File: src/rtl/hwpf_pkg.sv
// Shared types and constants for the next-line hardware prefetch issue controller.
package hwpf_pkg;

  localparam int unsigned HWPF_ADDR_W      = 32;
  localparam int unsigned HWPF_PAGE_SIZE   = 4096;
  localparam int unsigned HWPF_PAGE_BITS   = $clog2(HWPF_PAGE_SIZE);
  localparam int unsigned HWPF_DEDUP_DEPTH = 4;
  localparam int unsigned HWPF_CNT_W       = 16;

  typedef logic [HWPF_ADDR_W-1:0] hwpf_addr_t;

  typedef enum logic {
    HWPF_IDLE  = 1'b0,
    HWPF_ISSUE = 1'b1
  } hwpf_state_t;

  // Clear the byte-offset bits of an address for a power-of-two line size.
  function automatic hwpf_addr_t hwpf_line_align(input hwpf_addr_t addr,
                                                 input int unsigned lane_size);
    return addr & ~(HWPF_ADDR_W'(lane_size) - HWPF_ADDR_W'(1));
  endfunction

endpackage

File: src/rtl/hwpf_dedup_filter.sv
// Small FIFO of recently accepted prefetch line addresses with a parallel match.
// Instantiated by hwpf_issue_ctrl only when HWPF_DEDUP_EN is defined.
module hwpf_dedup_filter
  import hwpf_pkg::*;
#(
  parameter type addr_t = hwpf_addr_t
) (
  input  logic  clk,
  input  logic  rst,
  input  logic  clear,
  input  logic  push,
  input  addr_t push_addr,
  input  addr_t lookup_addr,
  output logic  hit
);

  localparam int unsigned PTR_W = $clog2(HWPF_DEDUP_DEPTH);

  addr_t                       entry_q [HWPF_DEDUP_DEPTH];
  logic [HWPF_DEDUP_DEPTH-1:0] vld_q;
  logic [PTR_W-1:0]            ptr_q;

  // Entry payloads need no reset; the valid bits gate every match.
  always_ff @(posedge clk) begin
    if (rst || clear) begin
      vld_q <= '0;
      ptr_q <= '0;
    end else if (push) begin
      entry_q[ptr_q] <= push_addr;
      vld_q[ptr_q]   <= 1'b1;
      ptr_q          <= ptr_q + PTR_W'(1);
    end
  end

  always_comb begin
    hit = 1'b0;
    for (int i = 0; i < int'(HWPF_DEDUP_DEPTH); i++) begin
      if (vld_q[i] && (entry_q[i] == lookup_addr)) hit = 1'b1;
    end
  end

endmodule

File: src/rtl/hwpf_issue_ctrl.sv
// Pops a trigger address from the prefetch stack and issues up to DEGREE next-line
// requests within the same 4 KiB page. Optional duplicate filter: HWPF_DEDUP_EN.
module hwpf_issue_ctrl
  import hwpf_pkg::*;
#(
  parameter int unsigned LANE_SIZE  = 64,
  parameter int unsigned DEGREE     = 2,
  parameter type         cpu_addr_t = hwpf_addr_t
) (
  input  logic                  clk_i,
  input  logic                  rst_i,
  input  logic                  enable_i,
  input  logic                  flush_i,
  input  logic                  stack_valid_i,
  input  cpu_addr_t             stack_addr_i,
  output logic                  stack_pop_o,
  output logic                  stack_lock_o,
  output logic                  stack_flush_o,
  input  logic                  cpu_busy_i,
  output logic                  pf_req_valid_o,
  input  logic                  pf_req_ready_i,
  output cpu_addr_t             pf_req_addr_o,
  output logic                  busy_o,
  output logic [HWPF_CNT_W-1:0] issued_cnt_o
);

  localparam int unsigned ADDR_W    = $bits(cpu_addr_t);
  localparam int unsigned IDX_W     = $clog2(DEGREE + 1);
  localparam int unsigned LANE_BITS = $clog2(LANE_SIZE);

  hwpf_state_t           state_q, state_d;
  cpu_addr_t             base_q, base_d;
  logic [IDX_W-1:0]      idx_q, idx_d;
  logic                  held_q, held_d;
  logic                  flush_q, flush_d;
  logic [HWPF_CNT_W-1:0] issued_cnt_q;

  cpu_addr_t cand;
  logic      in_page;
  logic      last;
  logic      dup_hit;
  logic      pop;
  logic      valid;
  logic      hs;

  assign cand    = base_q + (cpu_addr_t'(idx_q) << LANE_BITS);
  assign in_page = (cand[ADDR_W-1:HWPF_PAGE_BITS] == base_q[ADDR_W-1:HWPF_PAGE_BITS]);
  assign last    = (idx_q == IDX_W'(DEGREE));

`ifdef HWPF_DEDUP_EN
  hwpf_dedup_filter #(
    .addr_t(cpu_addr_t)
  ) u_dedup (
    .clk        (clk_i),
    .rst        (rst_i),
    .clear      (flush_i),
    .push       (hs),
    .push_addr  (cand),
    .lookup_addr(cand),
    .hit        (dup_hit)
  );
`else
  assign dup_hit = 1'b0;
`endif

  always_ff @(posedge clk_i) begin
    if (rst_i) begin
      state_q      <= HWPF_IDLE;
      base_q       <= '0;
      idx_q        <= '0;
      held_q       <= 1'b0;
      flush_q      <= 1'b0;
      issued_cnt_q <= '0;
    end else begin
      state_q <= state_d;
      base_q  <= base_d;
      idx_q   <= idx_d;
      held_q  <= held_d;
      flush_q <= flush_d;
      if (hs && (issued_cnt_q != '1)) issued_cnt_q <= issued_cnt_q + HWPF_CNT_W'(1);
    end
  end

  // A held request ignores cpu_busy_i and flush_i until its handshake completes.
  always_comb begin
    state_d = state_q;
    base_d  = base_q;
    idx_d   = idx_q;
    held_d  = held_q;
    flush_d = flush_q;
    pop     = 1'b0;
    valid   = 1'b0;
    hs      = 1'b0;
    case (state_q)
      HWPF_IDLE: begin
        held_d  = 1'b0;
        flush_d = 1'b0;
        if (enable_i && stack_valid_i && !flush_i) begin
          pop     = 1'b1;
          base_d  = cpu_addr_t'(hwpf_line_align(hwpf_addr_t'(stack_addr_i), LANE_SIZE));
          idx_d   = IDX_W'(1);
          state_d = HWPF_ISSUE;
        end
      end
      HWPF_ISSUE: begin
        if (held_q) begin
          valid = 1'b1;
        end else if (!in_page || flush_i) begin
          state_d = HWPF_IDLE;
        end else if (dup_hit) begin
          if (last) state_d = HWPF_IDLE;
          else      idx_d   = idx_q + IDX_W'(1);
        end else if (!cpu_busy_i) begin
          valid = 1'b1;
        end
        if (valid) begin
          if (pf_req_ready_i) begin
            hs     = 1'b1;
            held_d = 1'b0;
            if (last || flush_i || flush_q) state_d = HWPF_IDLE;
            else                            idx_d   = idx_q + IDX_W'(1);
          end else begin
            held_d  = 1'b1;
            flush_d = flush_q | flush_i;
          end
        end
      end
      default: state_d = HWPF_IDLE;
    endcase
  end

  assign stack_pop_o    = pop & ~rst_i;
  assign stack_lock_o   = ~enable_i;
  assign stack_flush_o  = flush_i;
  assign pf_req_valid_o = valid & ~rst_i;
  assign pf_req_addr_o  = pf_req_valid_o ? cand : '0;
  assign busy_o         = (state_q == HWPF_ISSUE) & ~rst_i;
  assign issued_cnt_o   = issued_cnt_q;

endmodule

File: config.mk
export PLATFORM = sky130hd
export DESIGN_NAME = hwpf_issue_ctrl
export DESIGN_NICKNAME = d
export VERILOG_FILES = /design/src/rtl/hwpf_pkg.sv /design/src/rtl/hwpf_dedup_filter.sv /design/src/rtl/hwpf_issue_ctrl.sv
export SDC_FILE = /design/constraint.sdc
export NUM_CORES = 1
export LEC_CHECK = 0
export ABC_AREA = 1
export CORE_AREA = 2 2 65 113
export DETAILED_ROUTE_END_ITERATION = 8
export DIE_AREA = 0 0 67 115
export MAX_ROUTING_LAYER = met4
export PLACE_DENSITY = 0.76
export SYNTH_ARGS = -nofsm -noshare
export SYNTH_HDL_FRONTEND = slang
export SYNTH_SLANG_ARGS = --single-unit
File: constraint.sdc
create_clock -name clk_i -period 4.2 [get_ports clk_i]
set_clock_uncertainty 0.15 [all_clocks]
set_input_delay 0.42 -clock clk_i [delete_from_list [all_inputs] [get_ports clk_i]]
set_output_delay 0.42 -clock clk_i [all_outputs]
set_load 0.02 [all_outputs]
==> reports/metrics.cfg, run 1 <==
[global_routing]
grt_use_met3 = 0.02935
grt_max_degree = 35
antenna_found_initial = 0
grt_pass1_wl_um = 12840
grt_overflow = 0
top_usage_layer = met2
grt_pass1_vias = 2834
grt_util_met1 = 0.2279
grt_util_met2 = 0.4033
grt_usage = 0.2186

[clocking]
cts_sinks = 47
clk_latency_ns = 0.28
h-tree-depth = 2
cts_tree = built
cts_made_buffers = 5
post_cts_buffers = 0
clockBufferDepth = 2
holdBufCountCts = 0
path_clk_slew_ns = 0.06
cts_resized = 0
clockRootBuffer = clkbuf_16

[yosys]
yosys_warnings = 0
ys_seq_area_frac = 0.3170
avgSynthCellArea_um2 = 7.000
synth_edf_count = 0
syn_area_um2 = 2968
synth_flop_cell = dfxtp_1
synthArstFlopShare = 0
synth_top_area_share = 0.3170
ys_top_cells_by_area = dfxtp_1 32%, nor2_1 12%, nand2_1 7.3%, nand4_1 5.5%, o21ai_0 5.1%
synth-seq-cells = 47
synth.largest_area_cell = dfxtp_1
synth_cell_types = 35
synthesis.instances = 424

[critical_path]
crit_buf_inv = 2
crit_chain = ha_1, fa_1, nand3_2, nor2_1, nor2_2, nand3_4, nand2_4, nand2_2, nor2_4, inv_4, nor3b_1, clkdlybuf4s50_1
crit_arrival_ns = 3.01
critPathKind = reg2out
critPathCaptureType = output port
slowest_stage = clkdlybuf4s50_1
cp.required_ns = 3.63
startpoint_type = flip-flop
path_delay_family = simple AND/OR/NAND/NOR gates
r2r_slack_ns = 1.85
cp_max_fo = 27
worst_path_largest_cell_delay_ns = 0.63

[flow_run]
cap_violations = 0

[floorplanning]
core_area_um2 = 6807
die-area_um2 = 7705
die_w_um = 67
start_util = 0.4360
num_rows = 40
die_h_um = 115
io_pins = 92

[sta]
relSlewSlack = 0.4620
hold_violations = 0
setup_slack_ns = 0.6248
setup_tns_ns = 0
setup_viol_count_final = 0
clock.fmax_ghz = 0.2797
holdWs_ns = 0.3232
rsz0062_at_grt = no
worst_pin_slew_ns = 0.8061
fin_crit_ns = 3.575
period_share = 0.8512
slew_viol_final = 0

[drt]
drt_iter0_drc = 139
drc_errors = 0
avgViaCountPerCell = 5.156
vias = 2975
first_pass_iters = 4
wl_um = 8001
ant_nets = 0
wl_per_cell_um = 13.87

[cells_and_area]
nFillCells = 677
num_antenna_cells = 0
nets = 537
area_delta_synth_final_pct = 31.16
drive_gt1_frac = 0.09533
layout.cells.non_filler = 577

[power]
power.total_w = 0.0009852
vdd.ir_drop.worst_mv = 0.1957
powerDensity_nw_per_um2 = 253.1
p_leak_nw = 1.389

[outcome]
status = completed

[place]
dpl_worst_slack_ns = 0.9368
place_inst = 570
gp_congestion = 0.9189
dp_hpwl_um = 5907
portBuffers = 79

[worst_hold_path]
hold_class = reg2reg

==> per-layer routing <==
metal / part of all wire / up-vias
li1: - / 1499
met1: 0.37 / 1355
met2: 0.55 / 106
met3: 0.058 / 15
met4: 0.021 / 0
met5: 0 / -
==> stage by stage <==
step	util	area [um^2]
after floorplan	-	2987
after global placement	0.5507	3749
after detailed placement	0.5507	3749
after CTS	0.5719	3892
after global routing	0.5719	3892
final	0.5719	3892
==> layout make-up <==
cell class	instances	area (um^2)	share of cell area
tap	84	105.1	0.02700
multi-input combinational	323	1763	0.4529
inverter	35	133.9	0.03439
clock buffer	6	138.9	0.03568
timing repair buffer	81	805.8	0.2070
sequential	47	940.9	0.2417
clock inverter	1	5.005	0.001286
==> state kept, by name, indices dropped and copies added, names as in the netlist <==
signal / count
held_q: 1
base_q: 26
flush_q: 1
issued_cnt_o: 16
state_q: 1
idx_q: 2
==> power breakdown <==
part           total (W)  leakage, nW  switching [W]  internal (W)
Clock           0.000394       0.0727       0.000161      0.000233
Sequential      0.000479        0.382      0.0000185      0.000461
Combinational   0.000112        0.934      0.0000587     0.0000534
Total           0.000985         1.39       0.000239      0.000747
==> cell families after synthesis <==
logic type                 count (synthesis)  synth area share
and+or+nand+nor                          225            0.3596
buffers and inverters                     59           0.09528
AOI/OAI and AO/OA                         56            0.1117
DFF                                       47            0.3170
xor gates and xnor gates                  31           0.09148
adders and majority gates                  5           0.02361
other                                      1          0.001264
==> cells in the mapped netlist (2+ instances only) <==
library cell / instances
xor2_1: 16
xnor2_1: 15
nor3_1: 7
nand2_1: 58
buf_2: 2
buf_6: 2
a21oi_2: 9
dfxtp_1: 47
nor2_1: 95
a21oi_1: 13
nand2_2: 11
ha_1: 4
nand4_1: 26
clkbuf_1: 11
nand3_2: 3
nand2_4: 2
buf_4: 8
o21ai_0: 30
nor2_2: 5
a31oi_1: 2
inv_1: 34
nand3_1: 11
==> worst paths after layout <==
path / cells past startpoint / end / start
max reg2reg: 9 / issued_cnt_o[10] / idx_q[0]
min reg2reg: 2 / flush_q / flush_q
min: 2 / flush_q / flush_q
max: 12 / pf_req_addr_o[21] / idx_q[0]
==> layout by cell type (no fill, tap or decap), types with 4 or more instances in the layout <==
master / netlist / final
nor2_1: 95 / 95
clkdlybuf4s50_1: 0 / 79
nand2_1: 58 / 58
dfxtp_1: 47 / 47
inv_1: 34 / 34
o21ai_0: 30 / 30
nand4_1: 26 / 26
xor2_1: 16 / 16
xnor2_1: 15 / 15
a21oi_1: 13 / 13
nand3_1: 11 / 11
nand2_2: 11 / 11
a21oi_2: 9 / 9
nor3_1: 7 / 7
conb_1: 1 / 6
nor2_2: 5 / 5
clkbuf_16: 0 / 5
ha_1: 4 / 4
==> worst register-to-register path, cell delays in order (launching register included) <==
cell	delay, ns
dfxtp_1	0.33
ha_1	0.21
fa_1	0.43
nand3_2	0.13
nor2_1	0.08
nor2_2	0.15
nand3_4	0.11
a21oi_4	0.37
nand4_1	0.17
a21oi_2	0.16
Note: power is estimated with default switching activity, not from simulation.
==> run 2, diff against run 1 <==
--- a/config.mk
+++ b/config.mk
@@ -11,6 +11,7 @@
 export DIE_AREA = 0 0 67 115
 export MAX_ROUTING_LAYER = met4
 export PLACE_DENSITY = 0.76
+export SKIP_LAST_GASP = 1
 export SYNTH_ARGS = -nofsm -noshare
 export SYNTH_HDL_FRONTEND = slang
 export SYNTH_SLANG_ARGS = --single-unit
==> results of run 2 <==
Final layout, timing and power as in run 1 (identical DEF).
==> run 3, diff against run 2 <==
--- a/config.mk
+++ b/config.mk
@@ -6,12 +6,14 @@
 export NUM_CORES = 1
 export LEC_CHECK = 0
 export ABC_AREA = 1
-export CORE_AREA = 2 2 65 113
+export CORE_AREA = 2 2 85 87
 export DETAILED_ROUTE_END_ITERATION = 8
-export DIE_AREA = 0 0 67 115
+export DIE_AREA = 0 0 87 89
 export MAX_ROUTING_LAYER = met4
 export PLACE_DENSITY = 0.76
 export SKIP_LAST_GASP = 1
+export SLEW_MARGIN = 40
 export SYNTH_ARGS = -nofsm -noshare
 export SYNTH_HDL_FRONTEND = slang
+export SYNTH_HIERARCHICAL = 1
 export SYNTH_SLANG_ARGS = --single-unit
==> run 3 against run 2 <==
- total power is 12% lower
- combinational power about the same
- sequential share of layout area grew 0.39 points
- register-to-register slack about the same
- cell area decreased by 1.6%
- non-clock buffer count unchanged
- worst setup slack worse by 0.0042 ns
- highest routed layer unchanged
==> reports/metrics.cfg, run 3 <==
[floorplanning]
num_rows = 30  ; was 40
die_h_um = 89  ; was 115 um
start_util = 0.4417  ; was 0.4360
die-area_um2 = 7743  ; was 7705 um^2
io_pins = 92  ; unchanged
core_area_um2 = 6719  ; was 6807 um^2
die_w_um = 87  ; was 67 um

[yosys]
syn_area_um2 = 2968  ; unchanged
synth_edf_count = 0  ; unchanged
synth_top_cells_by_count = 95 x nor2_1, 58 x nand2_1, 47 x dfxtp_1  ; unchanged
ys_seq_area_frac = 0.3170  ; unchanged
synth.largest_area_cell = dfxtp_1  ; unchanged
yosysMostFrequentCell = nor2_1  ; unchanged
synthArstFlopShare = 0  ; unchanged
synth_flop_cell = dfxtp_1  ; unchanged
synthesis.instances = 424  ; unchanged
synth_top_area_share = 0.3170  ; unchanged
ys_top_cells_by_area = dfxtp_1 32%, nor2_1 12%, nand2_1 7.3%, nand4_1 5.5%, o21ai_0 5.1%  ; unchanged
avgSynthCellArea_um2 = 7.000  ; unchanged
yosys_warnings = 6  ; was 0
synth-seq-cells = 47  ; unchanged
synth_cell_types = 35  ; unchanged

[cells_and_area]
num_antenna_cells = 0  ; unchanged
drive_gt1_frac = 0.09533  ; unchanged
nets = 537  ; unchanged
area_delta_synth_final_pct = 29.09  ; was 31.16%
nFillCells = 642  ; was 677
final_area_um2 = 3831  ; was 3892 um^2
largest_register = base_q  ; unchanged
largest_reg_flops = 26  ; unchanged
layout.cells.non_filler = 573  ; was 577
layout_commonest_cell = nor2_1  ; unchanged
final_cell_mix = 95 x nor2_1, 79 x clkdlybuf4s50_1, 58 x nand2_1  ; unchanged

[sta]
setup_slack_ns = 0.6206  ; was 0.6248 ns
relSlewSlack = 0.4589  ; was 0.4620
holdWs_ns = 0.3208  ; was 0.3232 ns
fin_crit_ns = 3.579  ; was 3.575 ns
setup_viol_count_final = 0  ; unchanged
period_share = 0.8522  ; was 0.8512
worst_pin_slew_ns = 0.8091  ; was 0.8061 ns
slew_viol_final = 0  ; unchanged
setup_tns_ns = 0  ; unchanged
rsz0062_at_grt = no  ; unchanged
clock.fmax_ghz = 0.2794  ; was 0.2797 GHz
hold_violations = 0  ; unchanged

[critical_path]
cp.depth = 12  ; unchanged
cp_max_fo = 27  ; unchanged
cp.required_ns = 3.63  ; about the same
crit_buf_inv = 2  ; unchanged
path_delay_family = simple AND/OR/NAND/NOR gates  ; unchanged
crit_arrival_ns = 3.01  ; about the same
r2r_slack_ns = 1.84  ; was 1.85 ns
crit_chain = ha_1, fa_1, nand3_2, nor2_1, nor2_2, nand3_4, nand2_4, nand2_2, nor2_4, inv_4, nor3b_1, clkdlybuf4s50_1  ; unchanged
startpoint_type = flip-flop  ; unchanged
reg2regPathDepth = 11  ; was 9
critPathCaptureType = output port  ; unchanged
worst_path_largest_cell_delay_ns = 0.63  ; about the same
critPathKind = reg2out  ; unchanged
slowest_stage = clkdlybuf4s50_1  ; unchanged

[clocking]
clk_latency_ns = 0.30  ; was 0.28 ns
cts_sinks = 47  ; unchanged
cts_tree = built  ; unchanged
clockRootBuffer = clkbuf_8  ; was clkbuf_16
clockBufferDepth = 2  ; unchanged
cts_made_buffers = 5  ; unchanged
path_clk_slew_ns = 0.08  ; was 0.06 ns
cts_resized = 0  ; unchanged
holdBufCountCts = 0  ; unchanged
post_cts_buffers = 0  ; unchanged
h-tree-depth = 2  ; unchanged

[global_routing]
grt_overflow = 0  ; unchanged
antenna_found_initial = 0  ; unchanged
grt_pass1_wl_um = 12130  ; was 12,840 um
grt_max_degree = 35  ; unchanged
grt_usage = 0.1986  ; was 0.2186
grt_pass1_vias = 2854  ; was 2,834

[place]
portBuffers = 79  ; unchanged
place_inst = 566  ; was 570
dpl_worst_slack_ns = 0.9469  ; was 0.9368 ns
gp_congestion = 0.8507  ; was 0.9189
dp_hpwl_um = 5342  ; was 5907 um
placed_cell_area_um2 = 3744  ; was 3749 um^2

[drt]
ant_nets = 0  ; unchanged
avgViaCountPerCell = 5.086  ; was 5.156
drt_iter0_drc = 87  ; was 139
drc_errors = 0  ; unchanged
wl_um = 7239  ; was 8001 um
wl_per_cell_um = 12.63  ; was 13.87 um
vias = 2914  ; was 2,975
first_pass_iters = 5  ; was 4

[power]
powerDensity_nw_per_um2 = 226.3  ; was 253.1 nW/um^2
p_leak_nw = 1.364  ; was 1.389 nW
vdd.ir_drop.worst_mv = 0.1661  ; was 0.1957 mV

[worst_hold_path]
hold-path-cell-count = 2  ; unchanged
hold_class = reg2reg  ; unchanged

[outcome]
status = completed  ; unchanged

[flow_run]
cap_violations = 0  ; unchanged

==> run 3: path summary, 6_finish.rpt <==
path / from / end
worst min register to register: flush_q / flush_q
worst max register to register: idx_q[0] / issued_cnt_o[0]
worst max-delay path: idx_q[0] / pf_req_addr_o[21]
worst min-delay path: flush_q / flush_q
==> run 3: logic make-up after synthesis <==
group / share of synthesized area
and+or+nand+nor: 0.3596
buffers and inverters: 0.09528
AOI/OAI and AO/OA: 0.1117
DFF: 0.3170
xor gates and xnor gates: 0.09148
adders and majority gates: 0.02361
other: 0.001264
==> run 3: cell type report <==
| cell class | count | area, um^2 | area share |
|---|---|---|---|
| Inverter | 35 | 133.9 | 0.03494 |
| Timing Repair Buffer | 81 | 805.8 | 0.2103 |
| Clock inverter | 1 | 5.005 | 0.001306 |
| Sequential cell | 47 | 940.9 | 0.2456 |
| Multi-Input combinational cell | 323 | 1763 | 0.4602 |
| Tap cell | 80 | 100.1 | 0.02613 |
| Clock buffer | 6 | 82.58 | 0.02155 |
==> run 3: routing by layer <==
layer | GRT usage | wire [um] | up-vias
met5 | - | 0 | -
met4 | 0.06108 | 85 | 0
met3 | 0.04709 | 419 | 9
met2 | 0.3442 | 3445 | 90
met1 | 0.2276 | 3289 | 1318
li1 | - | - | 1497
==> run 3: worst min-delay path, cell delays in order (launching register included) <==
cell and delay (ns):
dfxtp_1 0.32, nand2_1 0.06, nand2_1 0.05
==> run 3: power by group <==
group | switching [W] | internal, W | total [W]
registers | 0.0000174 | 0.000460 | 0.000478
clock network | 0.000149 | 0.000129 | 0.000278
logic | 0.0000573 | 0.0000534 | 0.000111
total | 0.000224 | 0.000643 | 0.000867
==> run 3: through the flow <==
stage / power, W / utilization
2_1_floorplan: 0.0005548 / -
3_3_place_gp: 0.0005968 / 0.5572
3_5_place_dp: 0.0005992 / 0.5572
4_1_cts: 0.0008746 / 0.5702
5_1_grt: 0.0009142 / 0.5702
6_report: 0.0008668 / 0.5702
